===== config.mk =====
export PLATFORM = sky130hd
export DESIGN_NAME = inst_enc_loader_flat
export DESIGN_NICKNAME = d
export VERILOG_FILES = /design/src/rtl/inst_enc_loader_pkg.sv /design/src/rtl/inst_enc_loader_if.sv /design/src/rtl/inst_enc_loader_pack.sv /design/src/rtl/inst_enc_loader.sv /design/src/flat_wrapper.sv
export SDC_FILE = /design/constraint.sdc
export NUM_CORES = 1
export LEC_CHECK = 0
export CORE_UTILIZATION = 40
export DETAILED_ROUTE_END_ITERATION = 6
export GPL_ROUTABILITY_DRIVEN = 0
export PLACE_DENSITY = 0.7
export SYNTH_ARGS = -nofsm -noshare
export SYNTH_HDL_FRONTEND = slang
export SYNTH_SLANG_ARGS = --single-unit

===== constraint.sdc =====
create_clock -name clk -period 5.45 [get_ports clk]
set_input_delay 0.545 -clock clk [delete_from_list [all_inputs] [get_ports clk]]
set_output_delay 0.545 -clock clk [all_outputs]
set_load 0.05 [all_outputs]

===== src/rtl/inst_enc_loader_pkg.sv =====
// Shared opcodes, formats and FSM states for the instruction encoder/loader.
// Everything that must agree between the pack logic and the loader lives here.
package inst_enc_loader_pkg;

    localparam logic [6:0] OpItypeL = 7'b0000011;
    localparam logic [6:0] OpItypeA = 7'b0010011;
    localparam logic [6:0] OpItypeJ = 7'b1100111;
    localparam logic [6:0] OpStype  = 7'b0100011;
    localparam logic [6:0] OpBtype  = 7'b1100011;
    localparam logic [6:0] OpUtypeL = 7'b0110111;
    localparam logic [6:0] OpUtypeU = 7'b0010111;
    localparam logic [6:0] OpJtype  = 7'b1101111;
    localparam logic [6:0] OpRtype  = 7'b0110011;
    localparam logic [6:0] OpMtype  = 7'b0001011;

    localparam logic [2:0] MLd = 3'b010;
    localparam logic [2:0] MSt = 3'b011;

    localparam logic [31:0] NopInst = 32'h0000_0013;

    typedef enum logic [1:0] {
        StIdle,
        StRun,
        StDrain
    } state_e;

    typedef enum logic [2:0] {
        FmtI,
        FmtS,
        FmtB,
        FmtU,
        FmtJ,
        FmtR,
        FmtBad
    } fmt_e;

    // True when v[31:lo] are all copies of one bit, i.e. v fits as a signed lo+1 bit value.
    function automatic logic upper_uniform(input logic [31:0] v, input int unsigned lo);
        logic [31:0] s;
        s = 32'($signed(v) >>> lo);
        return (s == '0) || (s == '1);
    endfunction

endpackage


===== src/rtl/inst_enc_loader_if.sv =====
// Field-bundle input stream, session control and memory-write bus of the loader.
// slave is the loader's view, master is the driver/memory side.
interface inst_enc_loader_if #(
    parameter int unsigned AW = 32,
    parameter int unsigned CW = 16
);
    logic          start;
    logic [AW-1:0] base_addr;
    logic          busy;
    logic          done;

    logic          in_valid;
    logic          in_ready;
    logic          in_last;
    logic [6:0]    in_opcode;
    logic [4:0]    in_rd;
    logic [4:0]    in_rs1;
    logic [4:0]    in_rs2;
    logic [2:0]    in_funct3;
    logic [6:0]    in_funct7;
    logic [31:0]   in_imm;

    logic          wr_en;
    logic          wr_ready;
    logic [AW-1:0] wr_addr;
    logic [31:0]   wr_data;

    logic          err;
    logic [CW-1:0] err_count;
    logic [CW-1:0] inst_count;

    modport slave (
        input  start, base_addr, in_valid, in_last, in_opcode, in_rd, in_rs1, in_rs2,
               in_funct3, in_funct7, in_imm, wr_ready,
        output busy, done, in_ready, wr_en, wr_addr, wr_data, err, err_count, inst_count
    );

    modport master (
        output start, base_addr, in_valid, in_last, in_opcode, in_rd, in_rs1, in_rs2,
               in_funct3, in_funct7, in_imm, wr_ready,
        input  busy, done, in_ready, wr_en, wr_addr, wr_data, err, err_count, inst_count
    );

endinterface


===== src/rtl/inst_enc_loader_pack.sv =====
// Combinational packer: decoded fields -> RV32 instruction word plus range error.
// Errored bundles produce a NOP so the program image keeps its layout.
module inst_pack
    import inst_enc_loader_pkg::*;
(
    input  logic [6:0]  opcode_i,
    input  logic [4:0]  rd_i,
    input  logic [4:0]  rs1_i,
    input  logic [4:0]  rs2_i,
    input  logic [2:0]  funct3_i,
    input  logic [6:0]  funct7_i,
    input  logic [31:0] imm_i,
    output logic [31:0] word_o,
    output logic        err_o
);

    fmt_e        fmt;
    logic        is_shift;
    logic [31:0] raw;
    logic        bad;

    always_comb begin
        fmt = FmtBad;
        case (opcode_i)
            OpItypeL, OpItypeA, OpItypeJ: fmt = FmtI;
            OpStype:                      fmt = FmtS;
            OpBtype:                      fmt = FmtB;
            OpUtypeL, OpUtypeU:           fmt = FmtU;
            OpJtype:                      fmt = FmtJ;
            OpRtype:                      fmt = FmtR;
            OpMtype: begin
                if (funct3_i == MLd) begin
                    fmt = FmtI;
                end else if (funct3_i == MSt) begin
                    fmt = FmtS;
                end else begin
                    fmt = FmtR;
                end
            end
            default:                      fmt = FmtBad;
        endcase
    end

    // slli/srli/srai carry funct7 in the upper immediate bits.
    assign is_shift = (opcode_i == OpItypeA) && (funct3_i[1:0] == 2'b01);

    always_comb begin
        raw = NopInst;
        bad = 1'b0;
        case (fmt)
            FmtI: begin
                raw = is_shift ? {funct7_i, imm_i[4:0], rs1_i, funct3_i, rd_i, opcode_i}
                               : {imm_i[11:0], rs1_i, funct3_i, rd_i, opcode_i};
                bad = !upper_uniform(imm_i, 11);
            end
            FmtS: begin
                raw = {imm_i[11:5], rs2_i, rs1_i, funct3_i, imm_i[4:0], opcode_i};
                bad = !upper_uniform(imm_i, 11);
            end
            FmtB: begin
                raw = {imm_i[12], imm_i[10:5], rs2_i, rs1_i, funct3_i, imm_i[4:1], imm_i[11],
                       opcode_i};
                bad = !upper_uniform(imm_i, 12) || imm_i[0];
            end
            FmtU: begin
                raw = {imm_i[31:12], rd_i, opcode_i};
                bad = |imm_i[11:0];
            end
            FmtJ: begin
                raw = {imm_i[20], imm_i[10:1], imm_i[11], imm_i[19:12], rd_i, opcode_i};
                bad = !upper_uniform(imm_i, 20) || imm_i[0];
            end
            FmtR: begin
                raw = {funct7_i, rs2_i, rs1_i, funct3_i, rd_i, opcode_i};
                bad = 1'b0;
            end
            default: begin
                raw = NopInst;
                bad = 1'b1;
            end
        endcase
    end

    assign word_o = bad ? NopInst : raw;
    assign err_o  = bad;

endmodule


===== src/rtl/inst_enc_loader.sv =====
// Session FSM, one-deep output register, address and counters of the instruction loader.
// Encoded words are written sequentially from a word-aligned base address.
module inst_enc_loader
    import inst_enc_loader_pkg::*;
#(
    parameter int unsigned AW = 32,
    parameter int unsigned CW = 16
) (
    input logic                clk,
    input logic                rstn,
    inst_enc_loader_if.slave   bus
);

    state_e        state_q, state_d;
    logic [AW-1:0] addr_q, addr_d;
    logic          wr_en_q, wr_en_d;
    logic [31:0]   wr_data_q, wr_data_d;
    logic          done_q, done_d;
    logic [CW-1:0] err_cnt_q, err_cnt_d;
    logic [CW-1:0] inst_cnt_q, inst_cnt_d;

    logic [31:0]   pack_word;
    logic          pack_err;
    logic          in_ready;
    logic          accept;
    logic          write_done;

    inst_pack u_pack (
        .opcode_i (bus.in_opcode),
        .rd_i     (bus.in_rd),
        .rs1_i    (bus.in_rs1),
        .rs2_i    (bus.in_rs2),
        .funct3_i (bus.in_funct3),
        .funct7_i (bus.in_funct7),
        .imm_i    (bus.in_imm),
        .word_o   (pack_word),
        .err_o    (pack_err)
    );

    assign write_done = wr_en_q && bus.wr_ready;
    assign in_ready   = (state_q == StRun) && (!wr_en_q || bus.wr_ready);
    assign accept     = bus.in_valid && in_ready;

    always_comb begin
        state_d    = state_q;
        addr_d     = addr_q;
        wr_en_d    = wr_en_q;
        wr_data_d  = wr_data_q;
        done_d     = 1'b0;
        err_cnt_d  = err_cnt_q;
        inst_cnt_d = inst_cnt_q;

        // addr_q always names the slot of the word currently (or next) in the output register.
        if (write_done) begin
            wr_en_d    = 1'b0;
            addr_d     = addr_q + AW'(4);
            inst_cnt_d = (inst_cnt_q == '1) ? inst_cnt_q : inst_cnt_q + CW'(1);
        end

        if (accept) begin
            wr_en_d   = 1'b1;
            wr_data_d = pack_word;
            if (pack_err) begin
                err_cnt_d = (err_cnt_q == '1) ? err_cnt_q : err_cnt_q + CW'(1);
            end
        end

        case (state_q)
            StIdle: begin
                if (bus.start) begin
                    addr_d     = {bus.base_addr[AW-1:2], 2'b00};
                    err_cnt_d  = '0;
                    inst_cnt_d = '0;
                    state_d    = StRun;
                end
            end
            StRun: begin
                if (accept && bus.in_last) begin
                    state_d = StDrain;
                end
            end
            StDrain: begin
                if (write_done) begin
                    done_d  = 1'b1;
                    state_d = StIdle;
                end
            end
            default: state_d = StIdle;
        endcase
    end

    always_ff @(posedge clk or negedge rstn) begin
        if (!rstn) begin
            state_q    <= StIdle;
            addr_q     <= '0;
            wr_en_q    <= 1'b0;
            wr_data_q  <= '0;
            done_q     <= 1'b0;
            err_cnt_q  <= '0;
            inst_cnt_q <= '0;
        end else begin
            state_q    <= state_d;
            addr_q     <= addr_d;
            wr_en_q    <= wr_en_d;
            wr_data_q  <= wr_data_d;
            done_q     <= done_d;
            err_cnt_q  <= err_cnt_d;
            inst_cnt_q <= inst_cnt_d;
        end
    end

    assign bus.busy       = (state_q != StIdle);
    assign bus.done       = done_q;
    assign bus.in_ready   = in_ready;
    assign bus.wr_en      = wr_en_q;
    assign bus.wr_addr    = addr_q;
    assign bus.wr_data    = wr_data_q;
    assign bus.err        = accept && pack_err;
    assign bus.err_count  = err_cnt_q;
    assign bus.inst_count = inst_cnt_q;

endmodule


===== src/flat_wrapper.sv =====
// flat-port wrapper written by rule: the top's interface ports become plain ports
module inst_enc_loader_flat import inst_enc_loader_pkg::*;
#(
    parameter int unsigned AW = 32,
    parameter int unsigned CW = 16
)
  (clk, rstn, bus_start, bus_base_addr, bus_in_valid, bus_in_last, bus_in_opcode, bus_in_rd, bus_in_rs1, bus_in_rs2, bus_in_funct3, bus_in_funct7, bus_in_imm, bus_wr_ready, bus_busy, bus_done, bus_in_ready, bus_wr_en, bus_wr_addr, bus_wr_data, bus_err, bus_err_count, bus_inst_count);
  inst_enc_loader_if #(.AW(AW), .CW(CW)) bus_i ();
  input logic clk;
  input logic rstn;
  input wire logic [$bits(bus_i.start)-1:0] bus_start;
  input wire logic [$bits(bus_i.base_addr)-1:0] bus_base_addr;
  input wire logic [$bits(bus_i.in_valid)-1:0] bus_in_valid;
  input wire logic [$bits(bus_i.in_last)-1:0] bus_in_last;
  input wire logic [$bits(bus_i.in_opcode)-1:0] bus_in_opcode;
  input wire logic [$bits(bus_i.in_rd)-1:0] bus_in_rd;
  input wire logic [$bits(bus_i.in_rs1)-1:0] bus_in_rs1;
  input wire logic [$bits(bus_i.in_rs2)-1:0] bus_in_rs2;
  input wire logic [$bits(bus_i.in_funct3)-1:0] bus_in_funct3;
  input wire logic [$bits(bus_i.in_funct7)-1:0] bus_in_funct7;
  input wire logic [$bits(bus_i.in_imm)-1:0] bus_in_imm;
  input wire logic [$bits(bus_i.wr_ready)-1:0] bus_wr_ready;
  output wire logic [$bits(bus_i.busy)-1:0] bus_busy;
  output wire logic [$bits(bus_i.done)-1:0] bus_done;
  output wire logic [$bits(bus_i.in_ready)-1:0] bus_in_ready;
  output wire logic [$bits(bus_i.wr_en)-1:0] bus_wr_en;
  output wire logic [$bits(bus_i.wr_addr)-1:0] bus_wr_addr;
  output wire logic [$bits(bus_i.wr_data)-1:0] bus_wr_data;
  output wire logic [$bits(bus_i.err)-1:0] bus_err;
  output wire logic [$bits(bus_i.err_count)-1:0] bus_err_count;
  output wire logic [$bits(bus_i.inst_count)-1:0] bus_inst_count;
  assign bus_i.start = bus_start;
  assign bus_i.base_addr = bus_base_addr;
  assign bus_i.in_valid = bus_in_valid;
  assign bus_i.in_last = bus_in_last;
  assign bus_i.in_opcode = bus_in_opcode;
  assign bus_i.in_rd = bus_in_rd;
  assign bus_i.in_rs1 = bus_in_rs1;
  assign bus_i.in_rs2 = bus_in_rs2;
  assign bus_i.in_funct3 = bus_in_funct3;
  assign bus_i.in_funct7 = bus_in_funct7;
  assign bus_i.in_imm = bus_in_imm;
  assign bus_i.wr_ready = bus_wr_ready;
  assign bus_busy = bus_i.busy;
  assign bus_done = bus_i.done;
  assign bus_in_ready = bus_i.in_ready;
  assign bus_wr_en = bus_i.wr_en;
  assign bus_wr_addr = bus_i.wr_addr;
  assign bus_wr_data = bus_i.wr_data;
  assign bus_err = bus_i.err;
  assign bus_err_count = bus_i.err_count;
  assign bus_inst_count = bus_i.inst_count;
  inst_enc_loader #(.AW(AW), .CW(CW)) u_core (.clk(clk), .rstn(rstn), .bus(bus_i));
endmodule

==> impl_metrics.ini <==
[yosys]
ys_types = 55
synth_area_per_cell_um2 = 8.91
syn-instance-count = 605
yosysWarnings = 0
synthArstFlopShare_pct = 100
yosysTopAreaCell = dfrtp_1
synth_area_um2 = 5390
ys_seq_area_share_pct = 45.5
ys_top_cells_by_area = dfrtp_1 45%, nand2_1 6.7%, o21ai_0 4.4%, o31ai_1 3.8%, xnor2_1 3.1%
synthFlopType = dfrtp_1
synth_top_cell_area_share_pct = 45.5
synth_edf_count = 0
synth-seq-cells = 98

[global_routing]
grt_max_degree = 84
grt_pass1_wl_um = 26400
grtUsageTotal_pct = 23.6
antenna_found_initial = 0
grt_pass1_vias = 5220
overflow = 0

[timing]
rsz0062_at_grt = false
hold_viol = 0
maxSlewViolCount = 0
final.setup_skew_ns = 0.00853
post-route-period-util_pct = 78.9
max-slew-margin-rel_pct = 12.9
fin_hold_ws_ns = 0.159
fin_crit_ns = 4.30
worst_pin_slew_ns = 1.30
setup_tns_ns = 0
setup_slack_ns = 1.15
setup_viol = 0
max_freq_mhz = 232

[worst_setup_path]
r2r-start = u_core.bus.err_count[5]$_DFF_PN0_
worst-path-buf-inv = 3
arrival_ns = 3.76
critPathTopFamily = buffers and inverters
cp_num_cells = 7
path_cells = clkdlybuf4s50_1 -> or3b_1 -> nor2_2 -> a211oi_1 -> a31o_2 -> inv_1 -> clkdlybuf4s50_1
cp_max_fo = 16
cp-start-kind = input port
critPathKind = in -> out
reg2reg_setup_slack_ns = 2.64
crit_top_cell = clkdlybuf4s50_1
max_stage_delay_ns = 0.81
slowest_stage = clkdlybuf4s50_1
reg2reg_depth = 6
cp-end-kind = output port
r2r_end = u_core.bus.err_count[4]$_DFF_PN0_
cp.required_ns = 4.91

[clock_network]
clockBufferDepth = 2
clk_pin_slew_ns = 0.06
cts_tree = built
clock_latency_ns = 0.33
cts_hold_buf = 0
numCtsBuffers = 9
cts-resized-gates = 0
cts.sinks = 98
clock-root-buffer = clkbuf_16
ctsHtreeMaxLevel = 3
postCtsSetupRepairBufs = 0

[layout]
drive_gt1_share_pct = 3.42
multiInputGateArea_um2 = 2760
post-route-cell-area_um2 = 7730
final_core_util_pct = 58.6
fin_nets = 892
stdcell_count = 965
seqCellArea_um2 = 2450
areaGrowthSynthToFinish_pct = 43.4
diodes = 0
fillCellCount = 1197

[route]
drt_iter0_markers = 527
vias = 5471
wl_per_cell_um = 17.2
routed_wl_um = 16600
dr.pass1.iters = 5
ant_nets = 0
drc = 0
vias_per_cell = 5.67

[floorplan]
die_area_um2 = 14000
num_rows = 42
io_pins = 203
fp.dieH_um = 118
fp.coreArea_um2 = 13200
fp.dieW_um = 118
initial_core_util_pct = 40.9

[worst_hold_path]
hold_path.class = in -> async

[place]
dp_slack_ns = 1.25
port_buffers = 198
hpwl_um = 12800
dp_cells = 952
dpl_cell_area_um2 = 7490

[pwr]
peakVddDrop_mv = 0.127
power.density_nw_per_um2 = 182
p_leak_nw = 3.03
p_total_mw = 1.40

[job]
max_cap_viol_count = 0

[run_status]
status = finished, final reports clean
-- cells by family (layout without fill, tap and decap cells) --
group           count (synthesis)  count (layout)  synth area share (%)
flops                          98              98                  45.5
compound gates                148             148                  18.6
buf+inv                        43             226                  3.41
simple gates                  270             270                  24.8
mux                             4               4                 0.742
other cells                     1               2                0.0695
fa+ha+maj                       3               3                 0.696
xor+xnor                       38              38                  6.17
-- sequential cells by signal, summed over array words and instances, names as in the netlist --
register and count:
u_core.bus.err_count 16, u_core.bus.wr_en 1, u_core.bus.wr_addr 30, u_core.bus.inst_count 16, u_core.bus.wr_data 32, u_core.bus.done 1, u_core.state_q 2
-- placed cells by master (no fill, tap or decap), drive strengths merged, types with 13 or more instances in the layout --
cell,synthesis,final
xnor2,19,19
nor2,41,41
clkdlybuf4s50,0,197
o21ai,49,49
nor4,13,13
a22oi,13,13
nand2,96,96
o31ai,27,27
a21oi,16,16
nand3,33,33
xor2,19,19
dfrtp,98,98
-- cell usage after synthesis, types with 5 or more instances --
cell type	n
nor2_1	40
nand3b_1	5
o31ai_1	27
buf_2	6
or4_1	7
or3_1	7
dfrtp_1	98
a222oi_1	12
nor3_1	12
inv_1	10
o21ai_0	47
xor2_1	19
a22oi_1	13
and3_1	12
nor4_1	13
nand2_1	96
nand4_1	12
nand2b_1	6
nand3_1	33
a211oi_1	5
and2_1	7
a21oi_1	16
xnor2_1	19
clkbuf_1	22
-- area by class of cell --
class / count / area share (%)
multi-input cells: 465 / 35.7
well taps: 176 / 2.85
repair buffers: 203 / 26.1
flip-flops and latches: 98 / 31.7
clock buffers: 12 / 3.06
clock inverters: 1 / 0.0647
inverters: 10 / 0.485
-- power breakdown --
| part | total [mW] | internal, mW | switching, mW |
|---|---|---|---|
| Sequential | 0.727 | 0.727 | 0 |
| Clock | 0.541 | 0.301 | 0.240 |
| Combinational | 0.136 | 0.0742 | 0.0620 |
| Total | 1.40 | 1.10 | 0.302 |
-- worst max path at each step --
stage / startpoint / to
2_1_floorplan: u_core.bus.wr_en$_DFFE_PN0P_ / bus_err
3_3_place_gp: bus_in_opcode[4] / bus_err
3_5_place_dp: bus_in_opcode[4] / bus_err
4_1_cts: bus_in_opcode[4] / bus_err
5_1_grt: bus_in_opcode[6] / bus_err
6_report: bus_in_opcode[4] / bus_err
-- per-layer routing --
metal  up-vias  track usage [%]  routed length [um]
met5         -                0                   0
met2       292             38.4                7810
li1       2575                -                   -
met1      2557             29.3                6820
met3        47             5.67                1330
met4         0             11.7                 637
No activity file was read; power rests on OpenSTA's default activity.
